==> config.mk <==
export PLATFORM = sky130hd
export DESIGN_NAME = adc_packet_framer
export DESIGN_NICKNAME = d
export VERILOG_FILES = /design/src/rtl/adc_packet_framer.sv
export SDC_FILE = /design/constraint.sdc
export NUM_CORES = 1
export LEC_CHECK = 0
export ABC_AREA = 1
export CAP_MARGIN = 10
export CORE_ASPECT_RATIO = 1.2
export CORE_UTILIZATION = 38
export CTS_CLUSTER_SIZE = 16
export DETAILED_ROUTE_END_ITERATION = 8
export DONT_BUFFER_PORTS = 1
export GPL_ROUTABILITY_DRIVEN = 0
export PLACE_DENSITY_LB_ADDON = 0.05
export SLEW_MARGIN = 10
export SYNTH_ARGS = -nofsm -noshare
export SYNTH_HDL_FRONTEND = slang
export SYNTH_SLANG_ARGS = --single-unit
==> constraint.sdc <==
create_clock -name s00_axis_aclk -period 2.9 [get_ports s00_axis_aclk]
set_clock_uncertainty 0.2 [all_clocks]
set_input_delay 0.435 -clock s00_axis_aclk [delete_from_list [all_inputs] [get_ports s00_axis_aclk]]
set_output_delay 0.435 -clock s00_axis_aclk [all_outputs]
set_load 0.02 [all_outputs]
==> src/rtl/adc_packet_framer.sv <==
// Frames ADC AXI-Stream packets with a MAGIC/seq header and a {ovf, count} trailer.
// Define ADC_FRAMER_TIMESTAMP_EN to add a timestamp word to the header.
module adc_packet_framer #(
   parameter logic [31:0] MAGIC     = 32'hADC1_6A5A,
   parameter int unsigned MAX_BEATS = 4096
) (
   input  logic        s00_axis_aclk,
   input  logic        s00_axis_aresetn,
   input  logic        s00_axis_tvalid,
   input  logic [31:0] s00_axis_tdata,
   input  logic [3:0]  s00_axis_tkeep,
   input  logic        s00_axis_tlast,
   output logic        s00_axis_tready,
   output logic        m00_axis_tvalid,
   output logic [31:0] m00_axis_tdata,
   output logic [3:0]  m00_axis_tkeep,
   output logic        m00_axis_tlast,
   input  logic        m00_axis_tready,
   input  logic        framing_en,
   output logic        pkt_done,
   output logic        overflow
);

   typedef enum logic [2:0] {
      StIdle    = 3'd0,
      StHdr0    = 3'd1,
      StHdr1    = 3'd2,
`ifdef ADC_FRAMER_TIMESTAMP_EN
      StHdr2    = 3'd3,
`endif
      StPayload = 3'd4,
      StDrop    = 3'd5,
      StTrl     = 3'd6,
      StBypass  = 3'd7
   } state_e;

   state_e      state_q, state_d;
   logic [31:0] seq_q, seq_d;
   logic [31:0] cnt_q, cnt_d;
   logic        ovf_q, ovf_d;
   logic        overflow_q, overflow_d;
   logic        trl_sent_q, trl_sent_d;
   logic        out_valid_q, out_valid_d;
   logic [31:0] out_data_q, out_data_d;
   logic        out_last_q, out_last_d;
   logic        load;
   logic        s_ready;
   logic        s_acc;
   logic [31:0] cnt_inc;
   logic        unused_tkeep;

`ifdef ADC_FRAMER_TIMESTAMP_EN
   logic [31:0] ts_cnt_q;
   logic [31:0] ts_q, ts_d;
`endif

   assign unused_tkeep = ^s00_axis_tkeep;

   assign load    = !out_valid_q || m00_axis_tready;
   assign s_ready = ((state_q == StPayload) || (state_q == StBypass) || (state_q == StDrop)) &&
                    ((state_q == StDrop) || load);
   assign s_acc   = s00_axis_tvalid && s_ready;
   assign cnt_inc = cnt_q + 32'd1;

   always_comb begin
      state_d     = state_q;
      seq_d       = seq_q;
      cnt_d       = cnt_q;
      ovf_d       = ovf_q;
      overflow_d  = overflow_q;
      trl_sent_d  = trl_sent_q;
      out_valid_d = out_valid_q;
      out_data_d  = out_data_q;
      out_last_d  = out_last_q;
`ifdef ADC_FRAMER_TIMESTAMP_EN
      ts_d        = ts_q;
`endif
      // Output register drains on acceptance unless something reloads it below.
      if (load) begin
         out_valid_d = 1'b0;
      end

      unique case (state_q)
         StIdle: begin
            if (s00_axis_tvalid) begin
               if (framing_en) begin
`ifdef ADC_FRAMER_TIMESTAMP_EN
                  ts_d = ts_cnt_q;
`endif
                  state_d = StHdr0;
               end else begin
                  state_d = StBypass;
               end
            end
         end
         StHdr0: begin
            if (load) begin
               out_valid_d = 1'b1;
               out_data_d  = MAGIC;
               out_last_d  = 1'b0;
               state_d     = StHdr1;
            end
         end
         StHdr1: begin
            if (load) begin
               out_valid_d = 1'b1;
               out_data_d  = seq_q;
               out_last_d  = 1'b0;
`ifdef ADC_FRAMER_TIMESTAMP_EN
               state_d     = StHdr2;
`else
               state_d     = StPayload;
`endif
            end
         end
`ifdef ADC_FRAMER_TIMESTAMP_EN
         StHdr2: begin
            if (load) begin
               out_valid_d = 1'b1;
               out_data_d  = ts_q;
               out_last_d  = 1'b0;
               state_d     = StPayload;
            end
         end
`endif
         StPayload: begin
            if (s_acc) begin
               out_valid_d = 1'b1;
               out_data_d  = s00_axis_tdata;
               out_last_d  = 1'b0;
               cnt_d       = cnt_inc;
               if (s00_axis_tlast) begin
                  state_d = StTrl;
               end else if (cnt_inc == MAX_BEATS) begin
                  ovf_d      = 1'b1;
                  overflow_d = 1'b1;
                  state_d    = StDrop;
               end
            end
         end
         StDrop: begin
            if (s_acc && s00_axis_tlast) begin
               state_d = StTrl;
            end
         end
         StTrl: begin
            // Stay here until the trailer itself has been accepted downstream.
            if (!trl_sent_q) begin
               if (load) begin
                  out_valid_d = 1'b1;
                  out_data_d  = {ovf_q, cnt_q[30:0]};
                  out_last_d  = 1'b1;
                  trl_sent_d  = 1'b1;
               end
            end else if (m00_axis_tready) begin
               seq_d      = seq_q + 32'd1;
               cnt_d      = 32'd0;
               ovf_d      = 1'b0;
               trl_sent_d = 1'b0;
               state_d    = StIdle;
            end
         end
         StBypass: begin
            if (s_acc) begin
               out_valid_d = 1'b1;
               out_data_d  = s00_axis_tdata;
               out_last_d  = s00_axis_tlast;
               if (s00_axis_tlast) begin
                  state_d = StIdle;
               end
            end
         end
         default: state_d = StIdle;
      endcase
   end

   always_ff @(posedge s00_axis_aclk) begin
      if (!s00_axis_aresetn) begin
         state_q     <= StIdle;
         seq_q       <= 32'd0;
         cnt_q       <= 32'd0;
         ovf_q       <= 1'b0;
         overflow_q  <= 1'b0;
         trl_sent_q  <= 1'b0;
         out_valid_q <= 1'b0;
         out_data_q  <= 32'd0;
         out_last_q  <= 1'b0;
      end else begin
         state_q     <= state_d;
         seq_q       <= seq_d;
         cnt_q       <= cnt_d;
         ovf_q       <= ovf_d;
         overflow_q  <= overflow_d;
         trl_sent_q  <= trl_sent_d;
         out_valid_q <= out_valid_d;
         out_data_q  <= out_data_d;
         out_last_q  <= out_last_d;
      end
   end

`ifdef ADC_FRAMER_TIMESTAMP_EN
   always_ff @(posedge s00_axis_aclk) begin
      if (!s00_axis_aresetn) begin
         ts_cnt_q <= 32'd0;
         ts_q     <= 32'd0;
      end else begin
         ts_cnt_q <= ts_cnt_q + 32'd1;
         ts_q     <= ts_d;
      end
   end
`endif

   assign s00_axis_tready = s_ready;
   assign m00_axis_tvalid = out_valid_q;
   assign m00_axis_tdata  = out_data_q;
   assign m00_axis_tlast  = out_last_q;
   assign m00_axis_tkeep  = 4'b1111;
   // The only tlast words are trailers (framed) or copied tlast beats (bypass).
   assign pkt_done        = out_valid_q && out_last_q && m00_axis_tready;
   assign overflow        = overflow_q;

endmodule

== Word-level counts from Yosys, hierarchy flattened ==
Cells that the tools add are included.
W data, S select, Z words.

* Add/subtract/negate cells: 2
* Equality and inequality tests: 23
* Muxes and demuxes: 43
* Bitwise logic cells: 1
* Reductions and logical operators: 23

{| class="wikitable"
|+ Operator list
! kind !! number
|-
| $mux W32 || 8
|-
| $pmux W32 S4 || 1
|-
| $add A32 B1 Y32 const B || 2
|-
| $pmux W32 S2 || 1
|-
| $mux W3 || 12
|-
| $eq A32 B13 Y1 const B || 1
|-
| $ne A2 B2 Y1 const B || 11
|-
| $pmux W3 S7 || 1
|-
| $reduce_and A6 Y1 || 3
|-
| $mux W1 || 17
|-
| $eq A3 B3 Y1 const B || 4
|-
| $reduce_and A10 Y1 || 1
|-
| $ne A2 B1 Y1 const B || 4
|-
| $reduce_and A4 Y1 || 2
|-
| $reduce_bool A4 Y1 || 2
|-
| $logic_and A1 B1 Y1 || 5
|-
| $logic_or A1 B1 Y1 || 4
|-
| $pmux W1 S4 || 1
|-
| $reduce_or A2 Y1 || 2
|-
| $eq A3 B1 Y1 const B || 1
|-
| $eq A3 B2 Y1 const B || 1
|-
| $logic_not A3 Y1 || 1
|-
| $ne A3 B2 Y1 const B || 1
|-
| $pmux W1 S3 || 1
|-
| 5 further kinds || 5
|}

* Flip-flop bits (word level): 104
* Input port bits: 42
* Output and inout bits: 41
* Word-level logic and storage cells: 101

== Logic depth before layout (Yosys ltp) ==
Gate-level depths: netlist of the first run.

* Depth in word-level cells: 8
* Mapped depth: 17
* Gate-level depth less buffers: 17

== Least setup slack after synthesis of the first run ==
Ideal clock, no wire load.

* Path kind: reg2reg
* Start point: reg cnt_q[1]
* End point: reg state_q[2]
* Library setup time: 0.113 ns
* Arrival time: 1.870 ns
* Data required time: 2.587 ns
* Slack: 0.717 ns
* Cell stages (with the launch flop): 17
* Buffers on the path: 0
* Period minus slack after synthesis: 2.183 ns
* Cell sequence: dfxtp_1 ha_1 nand2_2 nor2_4 nand2_2 nor2_4 nand2_1 nand2_1 nand2_1 nor2_1 nand2_1 nor2_1 nand3_2 nand2_2 nand2_2 o21ai_1 inv_1

* Longest elaborated chain between the ends: 4

{| class="wikitable"
|+ Ends and longest elaborated chain
! item !! line !! text
|-
| start: declaration || 39 || <nowiki>logic [31:0] cnt_q, cnt_d;</nowiki>
|-
| start signal: assignment || 191 || <nowiki>cnt_q <= cnt_d;</nowiki>
|-
| $add A32 B1 Y32 || 63 || <nowiki>assign cnt_inc = cnt_q + 32'd1;</nowiki>
|-
| $eq A32 B13 Y1 || 134 || <nowiki>end else if (cnt_inc == MAX_BEATS) begin</nowiki>
|-
| $ne A3 B2 Y1 (no line) || n/a ||
|-
| $reduce_and A10 Y1 (no line) || n/a ||
|-
| end signal: assignment || 179 || <nowiki>state_q <= StIdle;</nowiki>
|-
| end signal: assignment || 189 || <nowiki>state_q <= state_d;</nowiki>
|-
| end: declaration || 37 || <nowiki>state_e state_q, state_d;</nowiki>
|}

No other way between the ends.
A chain may end at the register's enable or synchronous reset.

== Worst setup path after layout of the first run ==
* Start point: reg cnt_q[0]
* End point: reg state_q[2]

Same word-level chain as after synthesis.

==> results.yml, run 1 <==
floorplanning:
  core_um2: 15020
  fp.dieW_um: 115.1
  rows: 49
  die-area_um2: 15860
  start_util_pct: 38.85
  io_pins: 83
  die_h_um: 137.8
critical_path:
  cp.arrival_ns: 2.66
  reg2reg_from: "cnt_q[0]"
  critPathSlowestCell: "dfxtp_1"
  cp_max_fo: 6
  max_stage_delay_ns: 0.39
  rrSetupSlack_ns: 0.29
  cp-start-kind: "register"
  required_ns: 2.95
  r2r_cells: 16
  reg2reg_to: "state_q[2]"
  endpoint_kind: "register"
  cp_cell_sequence: "ha_1, nand2_2, nor2_4, nand2_2, nor2_4, nand2_1, nand2_1, nand2_1, nor2_1, nand2_1, nor2_1, nand3_2, nand2_2, nand2_2, o21ai_1, inv_1"
  critical_path_class: "register to register"
pwr:
  power_mw: 4.858
  p_per_area_nw_per_um2: 753.9
  p_int_mw: 2.906
  p_seq_share_pct: 39.8
  power_frac_comb_pct: 32.2
  p_sw_mw: 1.953
  ir_drop_v: 0.0003987
  switching_share_pct: 40.19
  p_leak_nw: 2.272
  p_clk_share_pct: 28.0
flow_run:
  maxCapViolations: 0
final_layout:
  final_cells: 1072
  drive_gt1_share_pct: 9.332
  fillers: 1582
  nNetsFinal: 908
  antenna-diode-count: 0
  fin_area_um2: 6444
  fin_util_pct: 42.90
  layout-area-overhead-vs-synth_pct: 10.42
timing:
  min_period_ns: 2.611
  maxSlewViolCount: 0
  relSlewSlack_pct: 49.49
  rsz0062_at_grt: "false"
  fin_crit_sh_pct: 90.02
  finalSetupViolCount: 0
  hold_viol: 0
  tns_ns: 0
  tightest_slew_ns: 0.7549
  fmax_ghz: 0.3831
clocking:
  numCtsBuffers: 9
  cts_num_sinks: 104
  path_clk_slew_ns: 0.08
  post_cts_buffers: 0
  cts_tree: "done"
  cts_max_level: 3
  cts_max_path_buffers: 2
  root_buffer: "clkbuf_16"
  clk_latency_ns: 0.36
detailed_routing:
  wl_per_cell_um: 17.01
  drt_iter0_drc: 341
  firstDrtPassIters: 5
  num_vias: 5719
  wl_met1_mm: 8.087
  postRouteAntennaNets: 0
  avgViaCountPerCell: 5.335
  routed-wl-met3_um: 777
  routed_wirelength_mm: 18.24
  wl_met2_mm: 8.981
  drc: 0
  top_layer_used: "met4"
yosys:
  netlist.area_leader.share_pct: 35.68
  synth.most_common_cell: "nand2_1"
  avgSynthCellArea_um2: 6.739
  synth_warnings: 0
  synth_top_area_cell: "dfxtp_1"
  synth_seq_cells: 104
  synthTopCellsByArea: "dfxtp_1, nand2_1, nor2_1"
  synthCells: 866
  synth_common_cells: "nand2_1, nor2_1, dfxtp_1"
  async_flop_share_pct: 0
  ys_seq_area_share_pct: 35.68
  synth-main-ff-cell: "dfxtp_1"
  ys_types: 46
  syn_area_um2: 5836
  synth-edff-count: 0
worst_hold_path:
  min-delay-start: "s00_axis_aresetn"
  min_to: "m00_axis_tdata[16]"
  hold_class: "input pin to register"
  holdPathStages: 2
placement:
  place_inst: 1054
  placed_cell_area_um2: 6087
  io_buffers: 0
  dp_hpwl_mm: 13.14
global_route:
  grt_pass1_wl_mm: 28.08
  grt_usage_pct: 23.42
  grt_max_degree: 46
  grt-ovfl-total: 0
  antenna_found_initial: 0
  grt_pass1_vias: 5287
outcome:
  status: "complete, no violations"
layout by cell type, fill, tap and decap left out, types with 2 or more instances in the layout:
cell / synthesis / layout
a211oi_1: 6 / 6
a211oi_2: 7 / 7
a21oi_1: 56 / 56
a221oi_1: 25 / 25
a22oi_1: 7 / 7
a311oi_1: 5 / 5
a31oi_1: 19 / 19
buf_4: 6 / 17
bufinv_16: 0 / 2
clkbuf_16: 0 / 9
clkinvlp_4: 0 / 2
conb_1: 1 / 4
dfxtp_1: 104 / 104
ha_1: 3 / 3
inv_1: 73 / 73
inv_2: 2 / 2
nand2_1: 240 / 240
nand2_2: 9 / 9
nand3_1: 22 / 21
nand3_2: 3 / 4
nand3b_1: 10 / 10
nand4_1: 8 / 8
nor2_1: 120 / 116
nor2_2: 8 / 11
nor2_4: 5 / 7
nor3_1: 18 / 18
nor4_1: 2 / 2
o21a_1: 4 / 4
o21ai_0: 35 / 35
o21ai_1: 4 / 4
o22ai_1: 4 / 4
or2_2: 2 / 2
xnor2_1: 5 / 5
xor2_1: 10 / 10
kinds of logic (layout without fill, tap and decap cells):
group	after synthesis	count (layout)	synth area share, %
other cells	1	4	0.06426
fa+ha+maj	3	3	0.6433
simple gates	454	455	33.83
compound gates	176	176	19.53
flops	104	104	35.68
xor+xnor	15	15	2.251
buf+inv	113	111	7.997
worst max-delay path: cells and delay by family, from the launching register on:
kind | cells | cell delay [ns]
AND/OR/NAND/NOR | 13 | 1.49
buffers and inverters | 1 | 0.05
adder cells (fa/ha/maj) | 1 | 0.24
flip-flops | 1 | 0.39
AO/OA/AOI/OAI | 1 | 0.14
cell type report:
| class | count | area (µm²) | area share, % |
|---|---|---|---|
| clock buffers | 11 | 242.7 | 3.767 |
| clock inverters | 5 | 80.08 | 1.243 |
| flip-flops and latches | 104 | 2082 | 32.31 |
| well taps | 204 | 255.2 | 3.961 |
| repair buffers | 20 | 172.7 | 2.680 |
| inverters | 75 | 281.5 | 4.369 |
| multi-input cells | 653 | 3329 | 51.67 |
sequential cells by signal (all words and copies together) (netlist names):
register	count
overflow	1
m00_axis_tvalid	1
ovf_q	1
m00_axis_tdata	32
cnt_q	32
state_q	3
trl_sent_q	1
m00_axis_tlast	1
seq_q	32
repair_timing:
item                       4_1_cts  5_1_grt
gates resized for setup          0        4
setup endpoints to repair        0       13
hold buffers                     1        0
hold endpoints to repair         4        0
power groups by stage:
stage          combinational [mW]  sequential, mW  clock [mW]
2_1_floorplan                1.09            1.92           0
3_3_place_gp                 1.45            1.97           0
3_5_place_dp                 1.47            1.97           0
4_1_cts                      1.47            1.94        1.38
5_1_grt                      1.74            1.95        1.42
6_report                     1.57            1.93        1.36
per-stage QoR:
| step | hold slack [ns] | worst slack [ns] |
|---|---|---|
| 6_report | 0.01114 | 0.2894 |
| 5_1_grt | 0.01502 | 0.005704 |
| 4_1_cts | 0.004491 | 0.03012 |
| 3_5_place_dp | 0.2465 | 0.02957 |
| 3_3_place_gp | 0.2448 | 0.1124 |
| 2_1_floorplan | 0.2275 | 0.7169 |
how the worst max path moves through the flow:
stage                     startpoint                end  slack [ns]
after global routing      state_q[2]          seq_q[26]       0.006
final                       cnt_q[0]         state_q[2]        0.29
after global placement    state_q[0]  m00_axis_tdata[4]        0.11
after detailed placement  state_q[0]  m00_axis_tdata[6]        0.03
after floorplan             cnt_q[1]         state_q[2]        0.72
after CTS                 state_q[0]  m00_axis_tdata[6]        0.03
layer usage:
layer  vias to the layer above  GRT usage, %
li1                       2877             -
met1                      2667         30.78
met2                       150         38.89
met3                        25         2.860
met4                         0         9.235
met5                         -             0
(Power assumes the default switching activity.)
==> run 2, diff against run 1 <==
--- a/config.mk
+++ b/config.mk
@@ -14,6 +14,7 @@
 export DONT_BUFFER_PORTS = 1
 export GPL_ROUTABILITY_DRIVEN = 0
 export PLACE_DENSITY_LB_ADDON = 0.05
+export SKIP_CTS_REPAIR_TIMING = 1
 export SLEW_MARGIN = 10
 export SYNTH_ARGS = -nofsm -noshare
 export SYNTH_HDL_FRONTEND = slang
==> results.yml, run 2 (same netlist as run 1, synthesis figures left out) <==
outcome:
  status: "finished, violations left"
  violations: "negative hold slack"
timing:
  min_period_ns: 2.611
  hold_viol: 3
  fin_crit_sh_pct: 90.04
  relSlewSlack_pct: 48.99
  fmax_ghz: 0.3830
  hold_ws_ns: -0.003781
  tightest_slew_ns: 0.7623
  tns_ns: 0
  finalSetupViolCount: 0
  maxSlewViolCount: 0
  rsz0062_at_grt: "false"
pwr:
  ir_drop_v: 0.0004018
  p_leak_nw: 2.268
  p_per_area_nw_per_um2: 754.9
detailed_routing:
  drc: 0
  postRouteAntennaNets: 0
  firstDrtPassIters: 6
  wl_per_cell_um: 16.94
  num_vias: 5685
  avgViaCountPerCell: 5.308
  routed_wirelength_mm: 18.15
  drt_iter0_drc: 386
final_layout:
  multi_input_area_um2: 3329
  layout_commonest_cell: "nand2_1"
  drive_gt1_share_pct: 9.343
  final_cell_mix: "nand2_1, nor2_1, dfxtp_1"
  fin_util_pct: 42.83
  seq_area_um2: 2082
  layout-area-overhead-vs-synth_pct: 10.25
  antenna-diode-count: 0
  fillers: 1583
  nNetsFinal: 907
clocking:
  numCtsBuffers: 9
  cts_max_path_buffers: 2
  root_buffer: "clkbuf_16"
  path_clk_slew_ns: 0.07
  clk_latency_ns: 0.36
  cts_max_level: 3
  cts_num_sinks: 104
  cts_tree: "done"
global_route:
  grt_usage_pct: 23.30
  grt_pass1_vias: 5271
  grt-ovfl-total: 0
  grt_max_degree: 46
  grt_pass1_wl_mm: 27.97
  antenna_found_initial: 0
floorplanning:
  rows: 49
  fp.dieW_um: 115.1
  die-area_um2: 15860
  start_util_pct: 38.85
  core_um2: 15020
  io_pins: 83
  die_h_um: 137.8
critical_path:
  r2r_cells: 16
  rrSetupSlack_ns: 0.29
  endpoint_kind: "register"
  cp_max_fo: 6
  critical_path_class: "register to register"
  reg2reg_from: "cnt_q[0]"
  required_ns: 2.95
  cp-start-kind: "register"
  cp.arrival_ns: 2.66
  reg2reg_to: "state_q[2]"
worst_hold_path:
  hold_class: "input pin to register"
  min-delay-start: "s00_axis_aresetn"
  holdPathStages: 2
  min_to: "state_q[1]"
flow_run:
  maxCapViolations: 0
placement:
  dp_hpwl_mm: 13.14
  io_buffers: 0
[run 2: worst max path at each step]
| stage | slack (ns) | start | to |
|---|---|---|---|
| finish | 0.29 | cnt_q[0] | state_q[2] |
| global route | 0.006 | state_q[2] | seq_q[26] |
| CTS | 0.03 | state_q[0] | m00_axis_tdata[6] |
| detailed placement | 0.03 | state_q[0] | m00_axis_tdata[6] |
| global placement | 0.11 | state_q[0] | m00_axis_tdata[4] |
| floorplan | 0.72 | cnt_q[1] | state_q[2] |
[run 2: power breakdown]
part	leakage (nW)	internal [mW]	switching, mW
logic	1.27	0.508	1.06
registers	0.846	1.62	0.318
clock network	0.152	0.780	0.577
[run 2: final cells by class]
type	count	area share, %
well taps	204	3.967
repair buffers	19	2.528
clock buffers	11	3.773
inverters	75	4.376
multi-input cells	653	51.75
flip-flops and latches	104	32.36
clock inverters	5	1.245
[run 2: per-layer routing]
| metal | share of wire, % | vias up | track usage [%] |
|---|---|---|---|
| li1 | - | 2870 | - |
| met1 | 44 | 2628 | 30.75 |
| met2 | 49 | 166 | 38.55 |
| met3 | 4.7 | 21 | 2.816 |
| met4 | 2.0 | 0 | 9.163 |
| met5 | 0 | - | 0 |
[run 2: critical path, cell delays in order (launching register included)]
cell	delay [ns]
dfxtp_1	0.40
ha_1	0.24
nand2_2	0.08
nor2_4	0.17
nand2_2	0.14
nor2_4	0.19
nand2_1	0.09
nand2_1	0.10
nand2_1	0.05
nor2_1	0.09
nand2_1	0.07
nor2_1	0.15
nand3_2	0.17
nand2_2	0.10
nand2_2	0.09
o21ai_1	0.14
inv_1	0.05
[run 2: through the flow]
stage	total power, mW	hold slack [ns]	setup slack [ns]	std cells	area (µm²)
6_report	4.857	-0.003781	0.2888	1071	6434
5_1_grt	5.111	0.0008797	0.005704	1071	6434
4_1_cts	4.789	-0.01192	0.03012	1070	6410
3_5_place_dp	3.436	0.2465	0.02957	1054	6087
3_3_place_gp	3.416	0.2448	0.1124	1054	6087
2_1_floorplan	3.011	0.2275	0.7169	869	5847
==> run 3, diff against run 2 <==
--- a/config.mk
+++ b/config.mk
@@ -13,6 +13,7 @@
 export DETAILED_ROUTE_END_ITERATION = 8
 export DONT_BUFFER_PORTS = 1
 export GPL_ROUTABILITY_DRIVEN = 0
+export MAX_ROUTING_LAYER = met4
 export PLACE_DENSITY_LB_ADDON = 0.05
 export SKIP_CTS_REPAIR_TIMING = 1
 export SLEW_MARGIN = 10
==> results.yml, run 3 (same netlist as run 1, synthesis figures left out) <==
outcome:
  status: "finished, violations left"
  violations: "negative hold slack"
global_route:
  grt_max_degree: 46
  grt_pass1_wl_mm: 27.94
  grt_pass1_vias: 5279
  grt_usage_pct: 24.01
  antenna_found_initial: 0
  grt-ovfl-total: 0
floorplanning:
  core_um2: 15020
  io_pins: 83
  die_h_um: 137.8
  fp.dieW_um: 115.1
  die-area_um2: 15860
  start_util_pct: 38.85
  rows: 49
clocking:
  clk_latency_ns: 0.36
  numCtsBuffers: 9
  root_buffer: "clkbuf_16"
  path_clk_slew_ns: 0.07
  cts_max_level: 3
  cts_max_path_buffers: 2
  cts_num_sinks: 104
  cts_tree: "done"
placement:
  dp_slack_ns: 0.02957
  placed_cell_area_um2: 6087
  dp_hpwl_mm: 13.14
  place_inst: 1054
  io_buffers: 0
critical_path:
  endpoint_kind: "register"
  cp-start-kind: "register"
  rrSetupSlack_ns: 0.27
  cp.arrival_ns: 2.68
  critical_path_class: "register to register"
  required_ns: 2.95
  cp_max_fo: 6
detailed_routing:
  wl_met2_mm: 8.917
  postRouteAntennaNets: 0
  top_layer_used: "met4"
  wl_per_cell_um: 17.02
  drt_iter0_drc: 365
  wl_met1_mm: 8.345
  routed-wl-met3_um: 586
  drc: 0
  firstDrtPassIters: 6
  num_vias: 5741
  avgViaCountPerCell: 5.355
  routed_wirelength_mm: 18.25
pwr:
  p_sw_mw: 1.963
  power_mw: 4.869
  power_frac_comb_pct: 32.4
  p_clk_share_pct: 27.9
  p_leak_nw: 2.272
  p_int_mw: 2.906
  switching_share_pct: 40.32
  ir_drop_v: 0.0004024
  p_seq_share_pct: 39.7
  p_per_area_nw_per_um2: 755.6
timing:
  fmax_ghz: 0.3798
  hold_ws_ns: -0.004623
  timing.final.ws_setup_ns: 0.2670
  rsz0062_at_grt: "false"
  maxSlewViolCount: 0
  tns_ns: 0
  relSlewSlack_pct: 49.70
  min_period_ns: 2.633
  tightest_slew_ns: 0.7518
  hold_viol: 2
  fin_crit_sh_pct: 90.79
  finalSetupViolCount: 0
final_layout:
  layout_commonest_cell: "nand2_1"
  nNetsFinal: 908
  antenna-diode-count: 0
  fillers: 1582
  fin_area_um2: 6444
  layout-area-overhead-vs-synth_pct: 10.42
  final_cell_mix: "nand2_1, nor2_1, dfxtp_1"
  final_cells: 1072
  fin_util_pct: 42.90
  drive_gt1_share_pct: 9.332
worst_hold_path:
  hold_class: "input pin to register"
flow_run:
  maxCapViolations: 0
==> run 3: final timing paths <==
kind | startpoint | endpoint | cells after the start
hold reg to reg | ovf_q | ovf_q | 2
hold / removal | s00_axis_aresetn | state_q[0] | 2
setup reg to reg | cnt_q[0] | state_q[2] | 16
setup / recovery | cnt_q[0] | state_q[2] | 16
==> run 3: power by group through the flow <==
| stage | logic, mW | clock network, mW | registers (mW) |
|---|---|---|---|
| finish | 1.58 | 1.36 | 1.93 |
| global route | 1.74 | 1.42 | 1.95 |
| CTS | 1.47 | 1.38 | 1.94 |
| detailed placement | 1.47 | 0 | 1.97 |
| global placement | 1.45 | 0 | 1.97 |
| floorplan | 1.09 | 0 | 1.92 |
==> run 3: layer usage <==
layer	GRT usage (%)	vias to the layer above
met5	-	-
met4	9.163	0
met3	2.508	26
met2	38.52	144
met1	31.08	2697
li1	-	2874
==> run 3: layout make-up <==
type / instances / area, µm² / area share, %
timing repair buffer: 20 / 172.7 / 2.680
inverter: 75 / 281.5 / 4.369
multi-input combinational: 653 / 3329 / 51.67
clock inverter: 5 / 80.08 / 1.243
tap: 204 / 255.2 / 3.961
sequential: 104 / 2082 / 32.31
clock buffer: 11 / 242.7 / 3.767
==> run 3: worst max-delay path, cell delays in order (launching register included) <==
cell and delay [ns]:
dfxtp_1 0.40, ha_1 0.24, nand2_2 0.08, nor2_4 0.17
nand2_2 0.14, nor2_4 0.19, nand2_1 0.09, nand2_1 0.10
nand2_1 0.05, nor2_1 0.08, nand2_1 0.07, nor2_1 0.15
nand3_2 0.18, nand2_2 0.11, nand2_2 0.09, o21ai_1 0.14
inv_1 0.05
==> patch 1, RTL diff (settings of run 3) <==
Build with the macro `ADC_FRAMER_TIMESTAMP_EN` defined.
--- a/src/rtl/adc_packet_framer.sv
+++ b/src/rtl/adc_packet_framer.sv
@@ -1,4 +1,6 @@
 // Frames ADC AXI-Stream packets with a MAGIC/seq header and a {ovf, count} trailer.
 // Define ADC_FRAMER_TIMESTAMP_EN to add a timestamp word to the header.
+`define ADC_FRAMER_TIMESTAMP_EN
+
 module adc_packet_framer #(
    parameter logic [31:0] MAGIC     = 32'hADC1_6A5A,
Function: changed (Yosys sat finds a counterexample within 4 cycles, from zero or initial values and one cycle with s00_axis_aresetn low).
==> patch 1 against run 3 <==
  * The run still ends with negative hold slack left
  * Area after synthesis up 50%
  * Wire length increased by 61%
  * Total power rose by 50%
  * Setup slack got worse by 68 ps
  * Non-clock buffer count increased by 18
  * Sequential share of layout area increased by 1.8 points
  * Design area grew 53%
  * Sequential cell count grew 64
  * Critical endpoint is now state_q[1]
  * Largest power group unchanged
==> patch 1: results <==
set metrics [dict create \
    status "finished, violations left" \
    violations "negative hold slack" \
    grt_pass1_vias 7805 \
    grt_max_degree 88 \
    crit_type "flip-flop to flip-flop" \
    synthTopCellsByArea "dfxtp_1, nand2_1, nor2_1" \
    placedInstanceArea_sq_um 9140 \
    worstPathArrival_ps 2830 \
    async_flop_share_pct 0 \
    tightest_slew_ps 869 \
    drt_pass1_iterations 5 \
    htreeDepth 4 \
    muxShareOfSynthArea_pct 0 \
    synth_warnings 0 \
    synth_common_cells "nand2_1, dfxtp_1, nor2_1" \
    core_area_sq_um 22500 \
    cp_slowest_cell "dfxtp_1" \
    grt_usage_pct 25.1 \
    vias 8449 \
    min_path_type "input pin to flip-flop" \
    worstPathMaxFanout 7 \
    hold_violations 1 \
    drive_above_1_share_pct 8.52 \
    critPathMaxStageDelay_ps 440 \
    drtIter0Drc 447 \
    timing.hold.ws_ps -22.7 \
    synth-compound-area-share_pct 19.8 \
    ir_drop_mv 0.352 \
    clk_transition_reported_paths_ps 70 \
    clock_latency_ps 430 \
    rr_startpoint "cnt_q[4]" \
    dpl.hpwl_mm 21.1 \
    grt_pass1_wl_mm 44.0 \
    antenna_found_initial 1 \
    final_nets 1348 \
    yosys.cell_types.count 47 \
    cts_buffers 17 \
    synthAdderAreaFrac_pct 0.570 \
    p_leak_uw 0.00340 \
    cts_buffer_depth 2 \
    ys_seq_area_share_pct 38.3 \
    drt-total-wl_mm 29.4 \
    min_from "s00_axis_aresetn" \
    synth_xor_area_share_pct 2.30 \
]
[patch 1: final timing paths]
| check | to | slack (ps) | cells after the start |
|---|---|---|---|
| hold / removal | ts_q[23] | -20 | 2 |
| setup reg to reg | state_q[1] | 200 | 15 |
| setup / recovery | state_q[1] | 200 | 15 |
| hold reg to reg | ts_q[22] | 250 | 2 |
[patch 1: where the power goes]
part | total, uW | internal, uW | switching (uW) | leakage (uW)
logic | 1970 | 618 | 1350 | 0.00175
clock network | 2300 | 1260 | 1050 | 0.000285
registers | 3000 | 2600 | 402 | 0.00137
total | 7280 | 4480 | 2800 | 0.00340
[patch 1: worst max-delay path: cells and delay by family (launching register included)]
kind	cells	cell delay, ps
AND/OR/NAND/NOR	15	1960
flip-flops	1	440
[patch 1: metrics by stage]
stage,setup slack (ps),hold WS (ps),instances,utilization [%]
after CTS,104,-97.9,1585,43.2
after detailed placement,120,239,1553,40.6
after floorplan,689,223,1299,-
after global placement,147,233,1553,40.6
after global routing,0.264,10.0,1595,43.7
final,199,-22.7,1595,43.7
[patch 1: layer usage]
| metal | track usage, % | part of all wire (%) |
|---|---|---|
| met5 | - | 0 |
| met1 | 29.9 | 44 |
| met4 | 9.83 | 3.2 |
| met2 | 42.0 | 48 |
| met3 | 4.27 | 4.5 |
[patch 1: area by class of cell]
cell class	count	area (sq um)
Inverter	158	593
Tap cell	279	349
Clock inverter	13	134
Multi-Input combinational cell	919	4590
Fill cell	2375	12700
Timing Repair Buffer	38	365
Clock buffer	19	453
Antenna cell	1	2.50
Sequential cell	168	3360
[patch 1: logic make-up after synthesis]
logic type	after synthesis
AND/OR/NAND/NOR	595
XOR/XNOR	23
flip-flops	168
buffers and inverters	212
adder cells (fa/ha/maj)	4
AO/OA/AOI/OAI	293
other	1
==> patch 2, RTL diff (config.mk and constraints of run 3) <==
Made on the original files. Re-encode `state_e` (7 states) as Gray code, 3 bits wide.
--- a/src/rtl/adc_packet_framer.sv
+++ b/src/rtl/adc_packet_framer.sv
@@ -23,14 +23,14 @@
 
    typedef enum logic [2:0] {
-      StIdle    = 3'd0,
-      StHdr0    = 3'd1,
-      StHdr1    = 3'd2,
+      StIdle    = 3'b000,
+      StHdr0    = 3'b001,
+      StHdr1    = 3'b011,
 `ifdef ADC_FRAMER_TIMESTAMP_EN
       StHdr2    = 3'd3,
 `endif
-      StPayload = 3'd4,
-      StDrop    = 3'd5,
-      StTrl     = 3'd6,
-      StBypass  = 3'd7
+      StPayload = 3'b010,
+      StDrop    = 3'b110,
+      StTrl     = 3'b111,
+      StBypass  = 3'b101
    } state_e;
 
Check against the original RTL: same outputs for any inputs over 10 cycles, from zero or initial values and one cycle with s00_axis_aresetn low; not proved beyond that.
==> patch 2 against run 3 <==
  * Design area is 0.54% higher
  * Setup slack lost 22 ps
  * Total power is 6.3% lower
  * Sequential cell count stayed put
  * Wire length rose by 3.0%
  * Fmax down 0.82%
  * Core utilization is 0.12 points lower
  * Area after synthesis rose by 2.1%
  * First-iteration DRC count grew 35%
  * Critical endpoint is now state_q[0]
  * Largest cell class unchanged
==> patch 2: results <==
set metrics [dict create \
    drtIter0Drc 491 \
    min_path_type "input pin to flip-flop" \
    p_leak_uw 0.00227 \
    postSynthCellCount 922 \
    synth_warnings 0 \
    grt_usage_pct 24.5 \
    worstPathMaxFanout 6 \
    drt-total-wl_mm 18.8 \
    min_from "s00_axis_aresetn" \
    post-place-ws_ps 125 \
    topRoutingLayerUsed "met4" \
    synthTopCellsByArea "dfxtp_1, nand2_1, nor2_1" \
    synth_common_cells "nand2_1, nor2_1, dfxtp_1" \
    grt_util_met3_pct 3.58 \
    drt-vias-per-instance 5.35 \
    htreeDepth 3 \
    fin_ws_ps 245 \
    muxShareOfSynthArea_pct 0 \
    port_buffers 0 \
    grtUsageMet1_pct 32.2 \
    dp.cells 1106 \
    synthAdderAreaFrac_pct 0.630 \
    cts_buffer_depth 2 \
    yosys.cell_types.count 43 \
    drt_pass1_iterations 5 \
    reg2reg_slack_ps 250 \
    num_antenna_cells 0 \
    ir_drop_mv 0.375 \
    grt_pass1_vias 5487 \
    rr_endpoint "state_q[0]" \
    grt_max_degree 67 \
    synth_xor_area_share_pct 1.18 \
    clock_latency_ps 360 \
    rr_startpoint "cnt_q[1]" \
    clk_transition_reported_paths_ps 80 \
    r2r_cells 16 \
    max_slew_margin_pct 56.3 \
    fillers 1654 \
    drive_above_1_share_pct 6.96 \
    grt_pass1_wl_mm 29.6 \
    route.met3.wl_um 897 \
    critPathMaxStageDelay_ps 390 \
    grt_util_met2_pct 38.4 \
    final_nets 959 \
    vias 6009 \
    status "finished clean" \
    drt-met1-wl_mm 8.53 \
    cp_slowest_cell "dfxtp_2" \
    ys_seq_area_share_pct 34.9 \
    async_flop_share_pct 0 \
    synth-compound-area-share_pct 18.9 \
    placedInstanceArea_sq_um 6170 \
    cts_buffers 9 \
    met2_length_mm 9.06 \
    crit_type "flip-flop to flip-flop" \
    dpl.hpwl_mm 14.1 \
]
[patch 2: changes by cell type after synthesis, moves of 6 or more]
cell      change
nand2_1      +25
o21ai_0      +14
nand2_2       -6
a311oi_1     +11
a21oi_1      +19
nand3_1      +10
nor2_1       +11
a22oi_1      +13
a221oi_1     -18
a211oi_1      -6
a211oi_2      -7
a31oi_1       -8
inv_1         +7
[patch 2: cell type report]
| type | instances | area (sq um) | area share [%] |
|---|---|---|---|
| clock buffer | 11 | 253 | 3.90 |
| timing repair buffer | 17 | 143 | 2.20 |
| tap | 204 | 255 | 3.94 |
| multi-input combinational | 696 | 3380 | 52.2 |
| inverter | 86 | 323 | 4.98 |
| sequential | 104 | 2080 | 32.2 |
| clock inverter | 5 | 37.5 | 0.579 |
[patch 2: worst min-delay path by stage]
stage	end	slack (ps)	depth (start not counted)
3_3_place_gp	cnt_q[31]	260	2
3_5_place_dp	cnt_q[31]	270	2
4_1_cts	seq_q[16]	-10	2
6_report	m00_axis_tdata[29]	20	2
5_1_grt	seq_q[31]	20	2
2_1_floorplan	ovf_q	240	2
[patch 2: worst max-delay path: cells and delay by family, from the launching register on]
family                     cells  cell delay, ps
and+or+nand+nor               15            1740
DFF                            1             390
adders and majority gates      1             230
[patch 2: cells by family (layout without fill, tap and decap cells)]
logic type	count (synthesis)	in the layout
adders and majority gates	3	3
AOI/OAI and AO/OA	189	189
other	1	4
DFF	104	104
and+or+nand+nor	492	492
buffers and inverters	125	119
xor gates and xnor gates	8	8
[patch 2: where the power goes]
group	internal [uW]	total (uW)	switching (uW)	leakage, uW
clock network	635	1230	593	0.000139
logic	399	1150	749	0.00129
registers	1700	2190	491	0.000846
